==> src/rtl/fetch_sequencer.sv <==
// Instruction-fetch front end for a 4004-style CPU: 8-phase cycle counter,
// 12-bit PC, nibble assembly into OPR/OPA/operand and two-word fetch control.
module fetch_sequencer #(
    parameter logic [11:0] RESET_PC = 12'h000
) (
    input  logic        clk,
    input  logic        rst,
    input  logic [3:0]  rom_nibble,
    output logic [2:0]  cycle,
    output logic [11:0] pc,
    output logic [3:0]  opr,
    output logic [3:0]  opa,
    output logic [7:0]  operand,
    output logic        two_word,
    output logic        fetch2,
    output logic        instr_valid,
    input  logic        jump_en,
    input  logic [11:0] jump_addr
);

    localparam logic [0:0] ST_FETCH1 = 1'b0;
    localparam logic [0:0] ST_FETCH2 = 1'b1;

    logic [2:0]  r_cycle;
    logic [11:0] r_pc;
    logic [3:0]  r_opr;
    logic [3:0]  r_opa;
    logic [7:0]  r_operand;
    logic        r_two_word;
    logic        r_valid;
    logic [0:0]  r_state;

    logic        w_two_word_dec;
    logic [11:0] w_pc_inc;

    // Decoded while OPA is still on the bus (cycle 4), OPR already captured in cycle 3.
    assign w_two_word_dec = (r_opr == 4'h1) ||
                            ((r_opr == 4'h2) && (rom_nibble[0] == 1'b0)) ||
                            (r_opr == 4'h4) ||
                            (r_opr == 4'h5) ||
                            (r_opr == 4'h7);
    assign w_pc_inc = r_pc + 12'd1;

    always_ff @(posedge clk) begin
        if (rst) begin
            r_cycle    <= 3'd0;
            r_pc       <= RESET_PC;
            r_opr      <= 4'h0;
            r_opa      <= 4'h0;
            r_operand  <= 8'h00;
            r_two_word <= 1'b0;
            r_valid    <= 1'b0;
            r_state    <= ST_FETCH1;
        end else begin
            r_cycle <= r_cycle + 3'd1;
            r_valid <= 1'b0;
            case (r_cycle)
                3'd3: begin
                    if (r_state == ST_FETCH1) begin
                        r_opr <= rom_nibble;
                    end else begin
                        r_operand[7:4] <= rom_nibble;
                    end
                end
                3'd4: begin
                    if (r_state == ST_FETCH1) begin
                        r_opa      <= rom_nibble;
                        r_two_word <= w_two_word_dec;
                        if (!w_two_word_dec) begin
                            r_operand <= 8'h00;
                            r_valid   <= 1'b1;
                        end
                    end else begin
                        r_operand[3:0] <= rom_nibble;
                        r_valid        <= 1'b1;
                    end
                end
                3'd7: begin
                    // A pending second word takes priority over any jump request.
                    if ((r_state == ST_FETCH1) && r_two_word) begin
                        r_state <= ST_FETCH2;
                        r_pc    <= w_pc_inc;
                    end else begin
                        r_state <= ST_FETCH1;
                        r_pc    <= jump_en ? jump_addr : w_pc_inc;
                    end
                end
                default: begin
                end
            endcase
        end
    end

    assign cycle       = r_cycle;
    assign pc          = r_pc;
    assign opr         = r_opr;
    assign opa         = r_opa;
    assign operand     = r_operand;
    assign two_word    = r_two_word;
    assign fetch2      = (r_state == ST_FETCH2);
    assign instr_valid = r_valid;

endmodule

==> config.mk <==
export PLATFORM = sky130hd
export DESIGN_NAME = fetch_sequencer
export DESIGN_NICKNAME = d
export VERILOG_FILES = /design/src/rtl/fetch_sequencer.sv
export SDC_FILE = /design/constraint.sdc
export NUM_CORES = 1
export LEC_CHECK = 0
export CAP_MARGIN = 40
export CORE_ASPECT_RATIO = 2
export CORE_UTILIZATION = 50
export CTS_CLUSTER_SIZE = 28
export DETAILED_ROUTE_END_ITERATION = 6
export PLACE_DENSITY = 0.84
export SETUP_SLACK_MARGIN = 0.1
export SYNTH_ARGS = -nofsm -noshare
export SYNTH_HDL_FRONTEND = slang
export SYNTH_SLANG_ARGS = --single-unit
==> constraint.sdc <==
create_clock -name clk -period 4.95 [get_ports clk]
set_input_delay 0.7425 -clock clk [delete_from_list [all_inputs] [get_ports clk]]
set_output_delay 0.7425 -clock clk [all_outputs]
set_load 0.05 [all_outputs]
After elaboration in Yosys (flattened, before gate mapping). Cells that the tools add are included. Widths: inputs -> output; s select.

Add/subtract/negate cells: 2. Multiplexer cells: 10. Reduce and logical (&&, ||, !) cells: 12. Equal/unequal tests: 12. Bitwise gates (word level): 3.

Operators with widths (count): $mux 12 (2); $add 12x1->12 const B (1); $eq 4x3->1 const B (3); $mux 4 (3); $mux 8 (1); $ne 2x2->1 const B (4); $pmux 4 s2 (1); $eq 3x3->1 const B (2); $reduce_and 2->1 (3); $eq 4x1->1 const B (1); $eq 4x2->1 const B (1); $logic_or 1x1->1 (4); $reduce_and 4->1 (1); $add 3x1->3 const B (1); $eq 3x2->1 const B (1); $mux 1 (3); $not 1->1 (3); $logic_and 1x1->1 (2); $reduce_bool 2->1 (1); $reduce_or 2->1 (1).

Output and inout bits: 34. Flip-flop bits (word level): 34. Word-level logic and storage cells: 48.

Depth between registers and ports, before layout. Gate-level depths: netlist (run 1).

Depth in word-level cells: 9. Mapped depth: 7. Gate-level depth less buffers: 6.

Least setup slack after synthesis (run 1). No wires, ideal clock.

Kind: register -> register. Start point: register r_cycle[0], in the netlist cycle[0]. End point: register r_pc[3], in the netlist pc[3]. Setup time: 0.117 ns. Slack: 2.940 ns. Cell stages (with the launch flop): 7. Arrival time: 1.892 ns. Clock period less this slack: 2.010 ns. Required time: 4.833 ns. Cell sequence: dfxtp_1 > ha_1 > ha_1 > clkbuf_1 > clkbuf_1 > o21ai_0 > a32o_1.

Longest elaborated chain between the ends: 1.

Ends and longest elaborated chain: start, declared (line 24) `logic [2:0] r_cycle;`; start signal, assigned (line 55) `r_cycle <= r_cycle + 3'd1;`; $eq 3x3->1 (line 57) `case (r_cycle)`; end signal, assigned (line 82) `r_pc <= w_pc_inc;`; end signal, assigned (line 85) `r_pc <= jump_en ? jump_addr : w_pc_inc;`; end, declared (line 25) `logic [11:0] r_pc;`.

No other way between the ends. A chain may end at the register's enable or synchronous reset.

Worst setup path in the final report (run 1).
Start point: register r_state, in the netlist fetch2. End point: output port fetch2.

RTL lines: start, declared (line 31) `logic [0:0] r_state;`; start signal, assigned (line 53) `r_state <= ST_FETCH1;`; start signal, assigned (line 81) `r_state <= ST_FETCH2;`; start signal, assigned (line 84) `r_state <= ST_FETCH1;`; end, declared (line 15) `output logic fetch2,`.

No word-level cell between the ends.

==> results.json, run 1 <==
{
  "status": "finished, final reports clean",
  "whs_ns": 0.469,
  "crit_path_end_kind": "primary output",
  "wl_per_cell_um": 15.4,
  "num-fill-cells": 265,
  "h-tree-depth": 2,
  "syn_area_per_cell_um2": 8.53,
  "final_cell_mix": "clkdlybuf4s50_1, dfxtp_1, nand2_1",
  "max_freq_mhz": 393,
  "design.die.area_mm2": 0.00384,
  "p_per_area_mw_per_mm2": 237,
  "ys_seq_elements": 34,
  "synth-edff-count": 0,
  "port_buffers": 52,
  "ir_drop_v": 0.000252,
  "grt_max_degree": 33,
  "numCtsBuffers": 5,
  "gp_congestion": 0.942,
  "start_kind": "flip-flop",
  "cts_resized": 0,
  "hp-class": "reg -> reg",
  "grt_pass1_vias": 1709,
  "rows": 30,
  "initial_core_util": 0.524,
  "holdPathEnd": "cycle[0]$_SDFF_PP0_",
  "use_met1": 0.272,
  "total_power_uw": 568,
  "met3_usage": 0.0396,
  "final-hold-violation-count": 0,
  "antenna_found_initial": 0,
  "syn_nets": 234,
  "worst_ep_arrival_time_ns": 1.80,
  "period_share": 0.514,
  "tns_ns": 0,
  "r2r_setup_slack_ns": 2.83,
  "cts_sinks": 34,
  "gr-usage-met2": 0.475,
  "slowest_delay_ns": 0.90,
  "syn-instance-count": 210,
  "crit_path_cell_trace": "clkdlybuf4s50_1",
  "multi_input_area_mm2": 0.00101,
  "num-nets-final": 281,
  "viasPerCell": 5.97,
  "drt_wl_total_mm": 4.73,
  "first_pass_iters": 4,
  "post_cts_buffers": 0,
  "root_buffer": "clkbuf_8",
  "grt_setup_unrepaired": "false",
  "async_reset_ff_frac": 0,
  "globalRoute.busiestLayer": "met2",
  "path_class": "reg -> out",
  "cts_tree": "yes",
  "min_path_cells": 1,
  "cp_num_buf_inv": 1,
  "max_slew_margin": 0.604,
  "mostFrequentLayoutCell": "clkdlybuf4s50_1",
  "ant_nets": 0,
  "seqCellArea_um2": 681,
  "ys.flop_type": "dfxtp_1",
  "r2r_start": "cycle[0]$_SDFF_PP0_",
  "syn_area_mm2": 0.00179,
  "timing.rr.end": "pc[11]$_SDFFE_PP0N_",
  "fin_crit_ns": 2.54,
  "r2r_cells": 6,
  "pin_count": 53,
  "crit_fanout": 16,
  "yosys_warnings": 0,
  "hold_buffers": 0,
  "critPathTopFamily": "buffers and inverters",
  "drv_slew": 0,
  "place_area_mm2": 0.00231,
  "overflow": 0,
  "yosysUniqueCellTypes": 47,
  "crit_required_ns": 4.21,
  "clock_latency_ns": 0.28,
  "antenna_cells": 0,
  "clockBufferDepth": 2,
  "drive_gt1_frac": 0.0504,
  "skew_ns": 0.00530,
  "synthToLayoutAreaGrowth_pct": 34.2,
  "die_w_um": 44.3,
  "slowest_stage": "clkdlybuf4s50_1",
  "place_hpwl_mm": 3.37,
  "cap_viol_max_count": 0,
  "vias": 1826,
  "finish.instance_area_mm2": 0.00240,
  "drc": 0,
  "clkTransAtPathRegs_ns": 0.07,
  "yosysSeqAreaShare": 0.380,
  "grt_usage": 0.263,
  "drt-initial-drc-count": 81,
  "p_leak_uw": 0.000863,
  "core_mm2": 0.00342,
  "hp-start": "cycle[0]$_SDFF_PP0_",
  "final-setup-viol-count": 0,
  "fp.dieH_um": 86.6,
  "grt_pass1_wl_mm": 7.67,
  "worstMarginPinSlew_ns": 0.595
}
state kept, by name (all words and copies together), names as in the netlist:
register,flops
fetch2,1
opa,4
operand,8
pc,12
cycle,3
opr,4
two_word,1
instr_valid,1
stage by stage:
stage | util | worst slack [ns] | std cells
after CTS | 0.703 | 2.41 | 306
after global routing | 0.703 | 2.32 | 306
after detailed placement | 0.677 | 2.40 | 298
after floorplan | - | 2.94 | 210
after global placement | 0.677 | 2.42 | 298
final | 0.703 | 2.41 | 306
report_power, final:
group / total, uW / internal [uW] / switching, uW
Combinational: 76.7 / 31.0 / 45.7
Sequential: 283 / 278 / 4.72
Clock: 209 / 112 / 96.8
Total: 568 / 421 / 147
kinds of logic (layout without fill, tap and decap cells):
| logic type | after synthesis | count (layout) | synth area share |
|---|---|---|---|
| simple gates | 85 | 85 | 0.258 |
| mux | 5 | 5 | 0.0280 |
| flops | 34 | 34 | 0.380 |
| fa+ha+maj | 5 | 5 | 0.0349 |
| compound gates | 59 | 59 | 0.243 |
| buf+inv | 22 | 70 | 0.0566 |
how the worst max path moves through the flow:
stage,depth (start not counted),from,endpoint,slack (ns)
after floorplan,6,cycle[0]$_SDFF_PP0_,pc[3]$_SDFFE_PP0N_,2.94
after global placement,6,rst,pc[10]$_SDFFE_PP0N_,2.42
after detailed placement,6,rst,pc[10]$_SDFFE_PP0N_,2.40
after CTS,1,fetch2$_SDFFE_PP0N_,fetch2,2.41
after global routing,1,fetch2$_SDFFE_PP0N_,fetch2,2.32
final,1,fetch2$_SDFFE_PP0N_,fetch2,2.41
metal layers:
metal  routed length, um  vias to the layer above
li1                    -                      882
met1                1780                      855
met2                2570                       76
met3                 225                       13
met4                 151                        0
met5                   0                        -
synthesized netlist by cell type (5+ instances only):
library cell	count	area [um2]
dfxtp_1	34	681
nor2b_1	6	37.5
clkbuf_1	6	22.5
and3_1	13	81.3
ha_1	5	62.6
a21oi_1	13	65.1
inv_1	9	33.8
nand3_1	6	30.0
nand2_1	19	71.3
nor2_1	12	45.0
mux2i_1	5	50.1
a31oi_1	5	31.3
o21ai_0	10	50.1
nand4_1	10	62.6
area by class of cell:
type,count,area share
multi-input combinational,154,0.420
sequential,34,0.283
timing repair buffer,53,0.220
clock buffer,7,0.0359
tap,48,0.0250
inverter,9,0.0141
clock inverter,1,0.00208
Power figures use the tool's default switching activity.
==> run 2, diff against run 1 <==
- CORE_UTILIZATION: 50 -> 42
- PLACE_DENSITY: 0.84 -> 0.75
- clock period: 4.95 -> 2.3 ns (I/O delays scaled with it)
==> run 2 against run 1 <==
Non-clock buffer count up 3. Die area up 18%. Wire length up 1.0%. Critical path depth unchanged. Sequential share of layout area down 0.52 points. Utilization down 10 points. Worst setup slack worse by 2.1 ns.
==> results.json, run 2 (synthesis results as in run 1) <==
{
  "grt_setup_unrepaired": "false",
  "period_share": 0.878,
  "fin_crit_ns": 2.02,
  "pin_count": 53,
  "clkTransAtPathRegs_ns": 0.07,
  "crit_path_end_kind": "primary output",
  "clockBufferDepth": 2,
  "worstMarginPinSlew_ns": 0.521,
  "cts_tree": "yes",
  "mostFrequentLayoutCell": "clkdlybuf4s50_1",
  "core_mm2": 0.00409,
  "gp_congestion": 0.878,
  "root_buffer": "clkbuf_8",
  "slowest_stage": "clkdlybuf4s50_1",
  "hold_buffers": 0,
  "finish.instance_area_mm2": 0.00245,
  "final_cell_mix": "clkdlybuf4s50_1, dfxtp_1, nand2_1",
  "ir_drop_v": 0.000406,
  "max_freq_mhz": 495,
  "grt_pass1_wl_mm": 7.52,
  "ant_nets": 0,
  "fp.dieH_um": 94.3,
  "largest_reg_flops": 12,
  "antenna_found_initial": 0,
  "whs_ns": 0.481,
  "wl_per_cell_um": 15.3,
  "grt_max_degree": 20,
  "num-nets-final": 284,
  "grt_usage": 0.227,
  "start_kind": "flip-flop",
  "drc": 0,
  "crit_path_cell_trace": "clkdlybuf4s50_1",
  "numCtsBuffers": 5,
  "port_buffers": 52,
  "cp_num_buf_inv": 1,
  "overflow": 0,
  "h-tree-depth": 2,
  "initial_core_util": 0.438,
  "synthToLayoutAreaGrowth_pct": 36.7,
  "design.die.area_mm2": 0.00454,
  "place_area_mm2": 0.00234,
  "final-setup-viol-count": 0,
  "worst_ep_arrival_time_ns": 1.67,
  "drive_gt1_frac": 0.0575,
  "final-hold-violation-count": 0,
  "vias": 1840,
  "die_w_um": 48.2,
  "crit_fanout": 8,
  "crit_required_ns": 1.96,
  "hp-class": "reg -> reg",
  "cts_sinks": 34,
  "clock_latency_ns": 0.28,
  "post_cts_buffers": 0,
  "p_per_area_mw_per_mm2": 539,
  "skew_ns": 0.00605,
  "slowest_delay_ns": 0.88,
  "tns_ns": 0,
  "num-fill-cells": 353,
  "drv_slew": 0,
  "antenna_cells": 0,
  "cap_viol_max_count": 0,
  "drt-initial-drc-count": 52,
  "status": "finished, final reports clean",
  "critPathTopFamily": "buffers and inverters",
  "first_pass_iters": 4,
  "max_slew_margin": 0.652,
  "grt_pass1_vias": 1707,
  "rows": 33,
  "drt_wl_total_mm": 4.78,
  "path_class": "reg -> out",
  "place_hpwl_mm": 3.53,
  "p_leak_uw": 0.000901,
  "viasPerCell": 5.88
}
## run 2: cell types whose count changed in the layout (fill, tap and decap cells not counted), sizes merged
cell,delta
clkinv,-1
buf,+3
dlymetal6s2s,+1
clkdlybuf4s50,-1
bufinv,+1
## run 2: final timing paths
| check | from | endpoint | slack, ns | cells past startpoint |
|---|---|---|---|---|
| setup / recovery | cycle[2]$_SDFF_PP0_ | cycle[2] | 0.28 | 1 |
| hold / removal | opa[0]$_SDFFE_PP0P_ | opa[0]$_SDFFE_PP0P_ | 0.48 | 2 |
| setup reg to reg | cycle[0]$_SDFF_PP0_ | operand[7]$_SDFFE_PP0P_ | 0.45 | 6 |
| hold reg to reg | opa[0]$_SDFFE_PP0P_ | opa[0]$_SDFFE_PP0P_ | 0.48 | 2 |
## run 2: cell type report
| class | instances | area [um2] | share of cell area |
|---|---|---|---|
| Tap cell | 52 | 65.1 | 0.0266 |
| Inverter | 9 | 33.8 | 0.0138 |
| Timing Repair Buffer | 56 | 553 | 0.226 |
| Multi-Input combinational cell | 154 | 1010 | 0.412 |
| Sequential cell | 34 | 681 | 0.278 |
| Clock inverter | 1 | 30.0 | 0.0123 |
| Clock buffer | 7 | 76.3 | 0.0312 |
## run 2: tightest hold or removal path, delay by kind of cell (launching register included)
family | cells | cell delay (ns)
flops | 1 | 0.31
compound gates | 2 | 0.12
## run 2: through the flow
stage | total power (uW) | instances | worst slack [ns] | util
3_5_place_dp | 790 | 305 | 0.312 | 0.572
4_1_cts | 1330 | 313 | 0.127 | 0.598
6_report | 1320 | 313 | 0.280 | 0.599
3_3_place_gp | 789 | 305 | 0.375 | 0.572
5_1_grt | 1370 | 313 | 0.231 | 0.599
2_1_floorplan | 718 | 210 | 0.290 | -
## run 2: what timing repair did
action,4_1_cts,5_1_grt
setup endpoints to repair,0,1
gates resized for setup,0,1
hold endpoints to repair,0,0
## run 2: power breakdown
part	total [uW]	leakage (uW)	internal, uW	switching (uW)
clock	542	0.0000524	324	218
sequential	609	0.000275	598	10.5
combinational	167	0.000574	69.2	97.9
total	1320	0.000901	992	326
## run 2: routing by layer
metal  track usage  part of all wire  vias up
met5             0                 0        -
met2         0.406              0.57       55
li1              -                 -      883
met4         0.109             0.022        0
met3        0.0554             0.038        9
met1         0.223              0.37      893
